`config.mk`:
```
export PLATFORM = sky130hd
export DESIGN_NAME = parking_gate_ctrl
export DESIGN_NICKNAME = d
export VERILOG_FILES = /design/src/rtl/parking_pkg.sv /design/src/rtl/parking_occ_counter.sv /design/src/rtl/parking_gate_ctrl.sv
export SDC_FILE = /design/constraint.sdc
export NUM_CORES = 1
export LEC_CHECK = 0
export BUFFER_PORTS_ARGS = -buffer_cell sky130_fd_sc_hd__buf_2
export CAP_MARGIN = 20
export CORE_MARGIN = 8
export CORE_UTILIZATION = 30
export DETAILED_ROUTE_END_ITERATION = 10
export MAX_ROUTING_LAYER = met4
export SKIP_CTS_REPAIR_TIMING = 1
export SYNTH_ARGS = -nofsm -noshare
export SYNTH_HDL_FRONTEND = slang
export SYNTH_SLANG_ARGS = --single-unit
```
`constraint.sdc`:
```
create_clock -name clk -period 4.67 [get_ports clk]
set_input_delay 0.2335 -clock clk [delete_from_list [all_inputs] [get_ports clk]]
set_output_delay 0.2335 -clock clk [all_outputs]
set_load 0.05 [all_outputs]
```
`src/rtl/parking_pkg.sv`:
```
// Shared definitions for the car-park entrance gate controller.
//   gate_state_t   : lane controller states
//   SEG_*          : active-low 7-segment glyphs, bit order {g,f,e,d,c,b,a}
//   state_digits() : two-digit display text for a state, {left, right}
package parking_pkg;

    typedef enum logic [2:0] {
        IDLE,
        WAIT_PASS,
        WRONG_PASS,
        RIGHT_PASS,
        STOP,
        LOCKOUT
    } gate_state_t;

    localparam logic [6:0] SEG_OFF = 7'h7F;
    localparam logic [6:0] SEG_E   = 7'h06;
    localparam logic [6:0] SEG_N   = 7'h2B;
    localparam logic [6:0] SEG_G   = 7'h02;
    localparam logic [6:0] SEG_O   = 7'h40;
    localparam logic [6:0] SEG_S   = 7'h12;
    localparam logic [6:0] SEG_P   = 7'h0C;
    localparam logic [6:0] SEG_F   = 7'h0E;
    localparam logic [6:0] SEG_U   = 7'h41;
    localparam logic [6:0] SEG_L   = 7'h47;

    function automatic logic [13:0] state_digits(input gate_state_t s, input logic full);
        case (s)
            IDLE:       return full ? {SEG_F, SEG_U} : {SEG_OFF, SEG_OFF};
            WAIT_PASS:  return {SEG_E, SEG_N};
            WRONG_PASS: return {SEG_E, SEG_E};
            RIGHT_PASS: return {SEG_G, SEG_O};
            STOP:       return {SEG_S, SEG_P};
            LOCKOUT:    return {SEG_L, SEG_O};
            default:    return {SEG_OFF, SEG_OFF};
        endcase
    endfunction

endpackage

```
`src/rtl/parking_occ_counter.sv`:
```
// Saturating bay-occupancy counter.
//   clk, reset : clock, asynchronous active-high reset
//   inc        : a car entered this cycle
//   dec        : a car departed this cycle
//   count      : occupied bays, held within 0..CAPACITY
//   full       : count == CAPACITY
//   full_next  : value full takes after the coming edge
module parking_occ_counter #(
    parameter int CAPACITY = 8,
    localparam int OW = $clog2(CAPACITY + 1)
) (
    input  logic          clk,
    input  logic          reset,
    input  logic          inc,
    input  logic          dec,
    output logic [OW-1:0] count,
    output logic          full,
    output logic          full_next
);

    localparam logic [OW-1:0] CAP_V = OW'(CAPACITY);

    logic [OW-1:0] count_next;

    // Simultaneous inc and dec cancel, so saturation only applies to a lone step.
    always_comb begin
        count_next = count;
        if (inc && !dec && count != CAP_V) begin
            count_next = count + 1'b1;
        end else if (dec && !inc && count != '0) begin
            count_next = count - 1'b1;
        end
    end

    always_ff @(posedge clk or posedge reset) begin
        if (reset) begin
            count <= '0;
        end else begin
            count <= count_next;
        end
    end

    assign full      = (count == CAP_V);
    assign full_next = (count_next == CAP_V);

endmodule

```
`src/rtl/parking_gate_ctrl.sv`:
```
// Entry-lane gate controller: password entry with timeout, retry limit and
// timed lockout, tailgate stop, bay occupancy with full-lot refusal.
//   clk, reset               : clock, asynchronous active-high reset
//   sensor_entrance          : car waiting at the entry sensor (level)
//   sensor_exit              : car past the gate sensor (level)
//   car_depart               : one-cycle pulse, a car left the lot
//   pass_valid, pass_code    : keypad strobe and entered code
//   gate_open                : gate actuator command
//   green_led, red_led       : status LEDs
//   hex_1, hex_2             : left/right digits, active-low {g,f,e,d,c,b,a}
//   occupancy, lot_full      : occupied bays, lot at capacity
module parking_gate_ctrl
    import parking_pkg::*;
#(
    parameter int              CAPACITY    = 8,
    parameter int              PW_W        = 4,
    parameter logic [PW_W-1:0] PASSCODE    = 4'h6,
    parameter int              WAIT_CYCLES = 16,
    parameter int              MAX_TRIES   = 3,
    parameter int              LOCK_CYCLES = 64,
    parameter int              BLINK_DIV   = 2
) (
    input  logic                          clk,
    input  logic                          reset,
    input  logic                          sensor_entrance,
    input  logic                          sensor_exit,
    input  logic                          car_depart,
    input  logic                          pass_valid,
    input  logic [PW_W-1:0]               pass_code,
    output logic                          gate_open,
    output logic                          green_led,
    output logic                          red_led,
    output logic [6:0]                    hex_1,
    output logic [6:0]                    hex_2,
    output logic [$clog2(CAPACITY+1)-1:0] occupancy,
    output logic                          lot_full
);

    localparam int T_MAX = (WAIT_CYCLES > LOCK_CYCLES) ? WAIT_CYCLES : LOCK_CYCLES;
    localparam int TW    = $clog2(T_MAX + 1);
    localparam int TRW   = $clog2(MAX_TRIES + 1);
    localparam int BW    = $clog2(BLINK_DIV + 1);

    localparam logic [TW-1:0]  WAIT_LAST  = TW'(WAIT_CYCLES - 1);
    localparam logic [TW-1:0]  LOCK_LAST  = TW'(LOCK_CYCLES - 1);
    localparam logic [TRW-1:0] TRIES_MAX  = TRW'(MAX_TRIES);
    localparam logic [BW-1:0]  BLINK_LAST = BW'(BLINK_DIV - 1);

    gate_state_t    state, next_state;
    logic [TW-1:0]  timer, timer_next;
    logic [TRW-1:0] tries, tries_next;
    logic [BW-1:0]  bcnt, bcnt_next;
    logic           blink, blink_next;
    logic           code_ok, code_bad, entry_evt, full_next;
    logic           gate_next, green_next, red_next;

    assign code_ok  = pass_valid && (pass_code == PASSCODE);
    assign code_bad = pass_valid && (pass_code != PASSCODE);

    parking_occ_counter #(.CAPACITY(CAPACITY)) u_occ (
        .clk       (clk),
        .reset     (reset),
        .inc       (entry_evt),
        .dec       (car_depart),
        .count     (occupancy),
        .full      (lot_full),
        .full_next (full_next)
    );

    always_comb begin
        next_state = state;
        tries_next = tries;
        entry_evt  = 1'b0;
        case (state)
            IDLE: begin
                if (sensor_entrance && !lot_full) next_state = WAIT_PASS;
            end
            WAIT_PASS: begin
                // A strobe on the expiry cycle still counts.
                if (code_ok) begin
                    next_state = RIGHT_PASS;
                end else if (code_bad) begin
                    next_state = WRONG_PASS;
                    tries_next = tries + 1'b1;
                end else if (timer == WAIT_LAST) begin
                    next_state = IDLE;
                end
            end
            WRONG_PASS: begin
                if (tries == TRIES_MAX) begin
                    next_state = LOCKOUT;
                end else if (code_ok) begin
                    next_state = RIGHT_PASS;
                end else if (code_bad) begin
                    tries_next = tries + 1'b1;
                end
            end
            RIGHT_PASS: begin
                if (sensor_entrance && sensor_exit) begin
                    next_state = STOP;
                end else if (sensor_exit) begin
                    next_state = IDLE;
                    entry_evt  = 1'b1;
                end
            end
            STOP: begin
                if (code_ok) next_state = RIGHT_PASS;
            end
            LOCKOUT: begin
                if (timer == LOCK_LAST) next_state = IDLE;
            end
            default: next_state = IDLE;
        endcase
        if (state == IDLE || state == RIGHT_PASS) tries_next = '0;
    end

    // Timer and blink phase both restart whenever the state changes.
    always_comb begin
        timer_next = '0;
        bcnt_next  = '0;
        blink_next = 1'b0;
        if (next_state == state) begin
            if (state == WAIT_PASS || state == LOCKOUT) timer_next = timer + 1'b1;
            if (state inside {WRONG_PASS, RIGHT_PASS, STOP, LOCKOUT}) begin
                if (bcnt == BLINK_LAST) begin
                    blink_next = ~blink;
                end else begin
                    bcnt_next  = bcnt + 1'b1;
                    blink_next = blink;
                end
            end
        end
    end

    always_comb begin
        gate_next  = 1'b0;
        green_next = 1'b0;
        red_next   = 1'b0;
        case (next_state)
            WAIT_PASS, LOCKOUT: red_next = 1'b1;
            WRONG_PASS, STOP:   red_next = blink_next;
            RIGHT_PASS: begin
                gate_next  = 1'b1;
                green_next = blink_next;
            end
            default: ;
        endcase
    end

    // Outputs are decoded from next-cycle values so they line up with the state register.
    always_ff @(posedge clk or posedge reset) begin
        if (reset) begin
            state     <= IDLE;
            timer     <= '0;
            tries     <= '0;
            bcnt      <= '0;
            blink     <= 1'b0;
            gate_open <= 1'b0;
            green_led <= 1'b0;
            red_led   <= 1'b0;
            hex_1     <= SEG_OFF;
            hex_2     <= SEG_OFF;
        end else begin
            state          <= next_state;
            timer          <= timer_next;
            tries          <= tries_next;
            bcnt           <= bcnt_next;
            blink          <= blink_next;
            gate_open      <= gate_next;
            green_led      <= green_next;
            red_led        <= red_next;
            {hex_1, hex_2} <= state_digits(next_state, full_next);
        end
    end

endmodule

```
* Word level (Yosys, flattened, before mapping) *
Index checks and enable logic that the tools add are counted.

word-level totals
  register bits = 36
  output and inout port bits = 22
  word-level logic and storage cells = 92

operators by class
  $add $sub $neg = 5
  equality and inequality tests = 21
  muxes and demuxes = 33
  bitwise gates (word level) = 1
  reductions and logical operators = 21

operators by type and width
  kind                                            count
  case mux 14 bit (6 select lines)                1
  2-to-1 mux 3 bit                                9
  case mux 3 bit (6 select lines)                 1
  2-to-1 mux 14 bit                               1
  2-to-1 mux 2 bit                                7
  2-to-1 mux 7 bit                                2
  == test 3 x 2 -> 1 bit (second input constant)  4
  == test 3 bit (second input constant)           4
  == test 4 bit (second input constant)           2
  logical AND 1 bit                               8
  2-to-1 mux 1 bit                                8
  2-to-1 mux 4 bit                                2
  nonzero test 4 bit                              2
  adder 7 x 1 -> 7 bit (second input constant)    1
  == test 7 x 4 -> 1 bit (second input constant)  1
  == test 7 x 6 -> 1 bit (second input constant)  1
  == test 3 x 1 -> 1 bit (second input constant)  2
  logical NOT 3 bit                               2
  adder 2 x 1 -> 2 bit (second input constant)    2
  adder 4 x 1 -> 4 bit (second input constant)    1
  == test 4 x 3 -> 1 bit (second input constant)  1
  != test 4 x 3 -> 1 bit (second input constant)  1
  != test 4 bit (second input constant)           1
  case mux 2 bit (2 select lines)                 1
  12 further kinds                                16

* Logic depth before layout (Yosys ltp) *
  depth in word-level cells = 11
  depth in mapped cells = 9

* Hierarchy *
A second synthesis with hierarchy kept.

second synthesis, totals
  cell total of the unflattened synthesis = 186
  area total of the unflattened synthesis = 1939.4 um2

modules (own cells, without submodules)
  module               times used  cells each  area an instance (um2)
  parking_gate_ctrl    1           142         1510.2
  parking_occ_counter  1           44          429.2

* Worst setup path before layout *
Ideal clock, no wire load.

  path kind = register to register
  start = register u_occ.count[1]
  end = register hex_2[1]
  setup time = 0.077 ns
  arrival = 2.780 ns
  setup slack = 1.813 ns
  stages on the path, launching flop included = 10
  buffers on the path = 0
  period minus slack after synthesis = 2.857 ns
  path through = dfrtp_1 > inv_1 > ha_1 > and3b_1 > a2bb2oi_1 > o211ai_1 > o21ba_2 > inv_2 > o41a_1 > a21o_1

on the way
  word-level cells in the longest chain between the ends = 7
  elaborated cells between the ends (all ways) = 22
  those cells by class = 2 x add/sub; 8 x eq/ne; 6 x mux; 6 x reduce/logical

ends and longest elaborated chain
  what                                         RTL line                   text
  start: declaration                           parking_occ_counter.sv:16  output logic [OW-1:0] count,
  start signal: assignment                     parking_occ_counter.sv:39  count <= count_next;
  == test 4 bit (*)                            parking_occ_counter.sv:43  assign full = (count == CAP_V);
  named net lot_full                           parking_gate_ctrl.sv:36    output logic lot_full
  logical NOT 1 bit (*)                        parking_gate_ctrl.sv:76    if (sensor_entrance && !lot_full) next_state = WAIT_PASS;
  logical AND 1 bit (*)                        parking_gate_ctrl.sv:76
  2-to-1 mux 3 bit (*)                         parking_gate_ctrl.sv:76
  case mux 3 bit (6 select lines) (*)          parking_gate_ctrl.sv:74    case (state)
  named net next_state[0]                      parking_gate_ctrl.sv:49    gate_state_t state, next_state;
  == test 3 bit, or another cell as far along  parking_pkg.sv:28          case (s)
  case mux 14 bit (6 select lines) (*)         parking_pkg.sv:28
  end signal: assignment                       parking_gate_ctrl.sv:172   {hex_1, hex_2} <= state_digits(next_state, full_next);
  end: declaration                             parking_gate_ctrl.sv:34    output logic [6:0] hex_2,

The timed path passes the listed nets; every way through them passes the cells marked *.
A chain may end at the register's enable or synchronous reset.

* Worst setup path in the final report *
  start = register u_occ.count[1]
  end = register hex_2[1]

on the way
  word-level cells in the longest chain between the ends = 7
  elaborated cells between the ends (all ways) = 22
  those cells by class = 2 x add/sub; 8 x eq/ne; 6 x mux; 6 x reduce/logical

ends and longest elaborated chain
  what                                         RTL line
  == test 4 bit (*)                            parking_occ_counter.sv:43
  logical NOT 1 bit (*)                        parking_gate_ctrl.sv:76
  logical AND 1 bit (*)                        parking_gate_ctrl.sv:76
  2-to-1 mux 3 bit (*)                         parking_gate_ctrl.sv:76
  case mux 3 bit (6 select lines) (*)          parking_gate_ctrl.sv:74
  named net next_state[0]                      parking_gate_ctrl.sv:49
  == test 3 bit, or another cell as far along  parking_pkg.sv:28
  case mux 14 bit (6 select lines) (*)         parking_pkg.sv:28

Marks and branches as above.

==> impl_results.html <==
<table>
<tr><th>Metric</th><th>Value</th></tr>
<tr><th colspan="2">Layout</th></tr>
<tr><td>Commonest non-fill, non-tap cell in the layout</td><td>sky130_fd_sc_hd__buf_2</td></tr>
<tr><td>Area Growth Syn to Fin</td><td>16.95%</td></tr>
<tr><td>Fraction of layout instances using a drive strength above 1</td><td>28.44%</td></tr>
<tr><td>Diode insertion count for antenna repair</td><td>0</td></tr>
<tr><td>Layout Nets</td><td>231</td></tr>
<tr><td>Commonest cells after routing, fill and taps aside</td><td>sky130_fd_sc_hd__buf_2 (30), sky130_fd_sc_hd__dfrtp_1 (22), sky130_fd_sc_hd__nor2_1 (17)</td></tr>
<tr><td>Filler-free cell count of the finished design</td><td>293</td></tr>
<tr><th colspan="2">Floorplanning</th></tr>
<tr><td>Io pins</td><td>32</td></tr>
<tr><td>Effective utilization at floorplan</td><td>31.24%</td></tr>
<tr><td>Die width</td><td>94.75 um</td></tr>
<tr><td>Die Y</td><td>94.75 um</td></tr>
<tr><td>FP Rows</td><td>28</td></tr>
<tr><td>Area of the placeable core</td><td>0.005956 sq mm</td></tr>
<tr><td>Overall die area</td><td>0.008978 sq mm</td></tr>
<tr><th colspan="2">Logic synthesis</th></tr>
<tr><td>Synthesis-stage register bit count</td><td>33</td></tr>
<tr><td>Synth cell types</td><td>62</td></tr>
<tr><td>Share of synthesized area occupied by flip-flops and latches</td><td>45.12%</td></tr>
<tr><td>Primary FF master, synth</td><td>sky130_fd_sc_hd__dfrtp_1</td></tr>
<tr><td>Synthesized area</td><td>0.001861 sq mm</td></tr>
<tr><td>Number of enable-type register cells in the synthesized netlist</td><td>0</td></tr>
<tr><td>Gate count of the mapped netlist</td><td>188</td></tr>
<tr><td>Average cell area after synthesis</td><td>9.896 sq um</td></tr>
<tr><td>Post-synthesis net count</td><td>202</td></tr>
<tr><td>Count of warnings emitted by yosys</td><td>0</td></tr>
<tr><td>Post-synth ARST share</td><td>100.0%</td></tr>
<tr><th colspan="2">Critical path</th></tr>
<tr><td>Cell family with most CP delay</td><td>compound AO/OA/AOI/OAI gates</td></tr>
<tr><td>Launching element type of the critical path</td><td>flop</td></tr>
<tr><td>Largest stage delay on the critical path</td><td>0.46 ns</td></tr>
<tr><td>Arrival time of data at the critical path endpoint</td><td>2.80 ns</td></tr>
<tr><td>Worst path cell trace</td><td>inv_1 -&gt; ha_1 -&gt; and3b_1 -&gt; a2bb2oi_1 -&gt; o211ai_1 -&gt; o21ba_2 -&gt; inv_2 -&gt; o41a_1 -&gt; a21o_1</td></tr>
<tr><td>Crit path kind</td><td>reg2reg</td></tr>
<tr><td>Number of buffer and inverter stages on the critical path</td><td>2</td></tr>
<tr><td>Maximum fanout along the worst path</td><td>7</td></tr>
<tr><td>Endpoint required time on the critical path</td><td>4.89 ns</td></tr>
<tr><td>Setup slack, reg-to-reg</td><td>2.09 ns</td></tr>
<tr><td>Slowest-stage cell, CP</td><td>sky130_fd_sc_hd__o41a_1</td></tr>
<tr><td>Crit end category</td><td>flop</td></tr>
<tr><th colspan="2">STA</th></tr>
<tr><td>Number of failing setup endpoints in the final timing report</td><td>0</td></tr>
<tr><td>Hold Vio Cnt, Final</td><td>0</td></tr>
<tr><td>Total negative slack</td><td>0 ns</td></tr>
<tr><td>Share of the cycle needed by the critical path after routing</td><td>55.20%</td></tr>
<tr><td>Worst-margin pin slew</td><td>0.8805 ns</td></tr>
<tr><td>Worst-case headroom to the max-slew limit</td><td>40.50%</td></tr>
<tr><td>Max Freq</td><td>0.3879 GHz</td></tr>
<tr><td>Pins over their slew limit</td><td>0</td></tr>
<tr><td>Shortest period the worst path allows</td><td>2.578 ns</td></tr>
<tr><td>Maximum clock skew at final layout</td><td>0.003352 ns</td></tr>
<tr><td>Unrepaired setup endpoints after global routing</td><td>no</td></tr>
<tr><th colspan="2">Power and ir drop</th></tr>
<tr><td>Clock group share of total power</td><td>16.3%</td></tr>
<tr><td>Total net switching power</td><td>0.8187 mW</td></tr>
<tr><td>Switching share of power</td><td>48.22%</td></tr>
<tr><td>Static leakage</td><td>0.9499 nW</td></tr>
<tr><td>Power density normalized to cell area</td><td>780.4 mW/mm^2</td></tr>
<tr><td>Register share of total power</td><td>30.6%</td></tr>
<tr><td>Internal cell power</td><td>0.8792 mW</td></tr>
<tr><td>Combinational fraction of design power</td><td>53.1%</td></tr>
<tr><td>Highest ir drop seen on vdd</td><td>0.4531 mV</td></tr>
<tr><th colspan="2">Route</th></tr>
<tr><td>Drt wl/cell</td><td>13.84 um</td></tr>
<tr><td>Number of optimization iterations in the first detailed-route pass</td><td>4</td></tr>
<tr><td>Wire length after detailed routing</td><td>4054 um</td></tr>
<tr><td>DR iter-0 viols</td><td>47</td></tr>
<tr><td>Antenna-violating nets left</td><td>0</td></tr>
<tr><td>Ratio of routed vias to standard cells</td><td>4.949</td></tr>
<tr><td>Detailed-route DRC error count</td><td>0</td></tr>
<tr><td>Via Count</td><td>1,450</td></tr>
<tr><th colspan="2">Global routing</th></tr>
<tr><td>GR Overflow Total</td><td>0</td></tr>
<tr><td>Total Routing Usage GR</td><td>9.720%</td></tr>
<tr><td>Wire length of the first global-routing pass</td><td>6768 um</td></tr>
<tr><td>Pin count of the biggest net entering global routing</td><td>34</td></tr>
<tr><td>Vias in the first global route</td><td>1,417</td></tr>
<tr><td>Antenna violations before repair</td><td>0</td></tr>
<tr><th colspan="2">Clock network</th></tr>
<tr><td>Clk root buf</td><td>sky130_fd_sc_hd__clkbuf_8</td></tr>
<tr><td>Longest Clk Path Bufs</td><td>2</td></tr>
<tr><td>Clock tree from TritonCTS</td><td>built</td></tr>
<tr><td>CTS Sinks</td><td>33</td></tr>
<tr><td>Number of buffers added by the clock tree synthesis step</td><td>5</td></tr>
<tr><td>CTS HTree Levels</td><td>2</td></tr>
<tr><td>Register clock-pin slew on the reported worst setup and hold paths</td><td>0.07 ns</td></tr>
<tr><td>Worst-Skew Late Latency</td><td>0.28 ns</td></tr>
<tr><th colspan="2">Run</th></tr>
<tr><td>Max-cap viol count</td><td>0</td></tr>
<tr><th colspan="2">Placed design</th></tr>
<tr><td>Final weighted congestion of routability-driven global placement</td><td>0.8198</td></tr>
<tr><td>Post-DP HPWL</td><td>2998 um</td></tr>
<tr><td>Instance count after placement with tap cells included</td><td>285</td></tr>
<tr><td>Number of buffers added on ports</td><td>30</td></tr>
<tr><th colspan="2">Min path</th></tr>
<tr><td>Type of the most critical hold path</td><td>in2async</td></tr>
<tr><th colspan="2">Run status</th></tr>
<tr><td>Status</td><td>finished, final reports clean</td></tr>
</table>
power groups by stage:
stage | combinational (mW) | clock [mW] | sequential, mW
2_1_floorplan | 0.523 | 0 | 0.731
3_3_place_gp | 0.904 | 0 | 0.525
3_5_place_dp | 0.909 | 0 | 0.521
4_1_cts | 0.913 | 0.285 | 0.518
5_1_grt | 0.982 | 0.302 | 0.537
6_report | 0.902 | 0.277 | 0.519
final timing paths:
path / endpoint / cells past startpoint / startpoint
max: hex_2[1] / 9 / u_occ.count[1]
min: tries[1] / 3 / reset
max reg2reg: hex_2[1] / 9 / u_occ.count[1]
min reg2reg: bcnt[0] / 1 / bcnt[0]
max in group asynchronous: hex_1[3] / 3 / reset
min in group clk: u_occ.count[1] / 3 / car_depart
sequential cells by signal, indices dropped and copies added, names as in the netlist:
| register | cells |
|---|---|
| bcnt | 2 |
| blink | 1 |
| gate_open | 1 |
| green_led | 1 |
| hex_1 | 4 |
| hex_2 | 7 |
| red_led | 1 |
| state | 3 |
| timer | 7 |
| tries | 2 |
| u_occ.count | 4 |
through the flow:
stage | total power [mW] | hold slack, ns | instance area [sq um] | setup WS [ns] | util (%)
finish | 1.698 | 0.01954 | 2176 | 2.092 | 36.53
global route | 1.821 | 0.08009 | 2176 | 1.895 | 36.53
CTS | 1.716 | 0.02942 | 2176 | 2.079 | 36.53
detailed placement | 1.430 | 0.3390 | 2056 | 2.103 | 34.52
global placement | 1.429 | 0.3345 | 2056 | 2.116 | 34.52
floorplan | 1.254 | 0.3543 | 1861 | 1.813 | -
Yosys cell counts (all sizes together), types with 2 or more instances:
library cell | n | area [sq um]
ha | 4 | 50.05
inv | 13 | 48.79
dfstp | 11 | 289.0
o211ai | 5 | 37.54
dfrtp | 22 | 550.5
a211oi | 3 | 27.52
nand2 | 7 | 26.28
o21ai | 8 | 40.04
clkbuf | 2 | 7.510
or3 | 2 | 12.51
or4 | 2 | 18.77
and2 | 4 | 25.02
nor3 | 7 | 35.03
or4b | 2 | 20.02
a21oi | 10 | 50.05
nand4b | 2 | 32.53
o31ai | 2 | 20.02
nor2 | 17 | 63.81
mux2 | 2 | 22.52
o311ai | 2 | 17.52
xnor2 | 4 | 35.03
nand2b | 8 | 50.05
nor2b | 4 | 25.02
nor4 | 3 | 18.77
nand3 | 5 | 25.02
buf | 7 | 48.79
xor2 | 2 | 17.52
worst register-to-register path, delay by kind of cell, from the launching register on:
family,cells,cell delay [ns]
AO/OA/AOI/OAI,5,1.35
AND/OR/NAND/NOR,1,0.26
buffers and inverters,2,0.19
adder cells (fa/ha/maj),1,0.27
flip-flops,1,0.45
layer usage:
layer	vias up	wire, um	GRT usage, %
li1	737	-	-
met1	685	1970	12.42
met2	21	1918	14.72
met3	7	117	2.381
met4	0	46	3.121
met5	-	0	-
cell families (layout without fill, tap and decap cells):
family,after synthesis,in the layout,synth area share [%]
flops,33,33,45.12
simple gates,70,70,22.06
fa+ha+maj,4,4,2.690
xor+xnor,6,6,2.824
mux,3,3,1.748
buf+inv,22,52,5.648
compound gates,49,49,19.71
other cells,1,1,0.2016
final cells by class:
class | count | area, sq um
clock inverters | 2 | 37.54
fillers | 621 | 3780
multi-input cells | 133 | 915.9
repair buffers | 31 | 157.7
clock buffers | 6 | 82.58
well taps | 75 | 93.84
inverters | 13 | 48.80
flip-flops and latches | 33 | 839.6
Note: power is estimated with default switching activity, not from simulation.
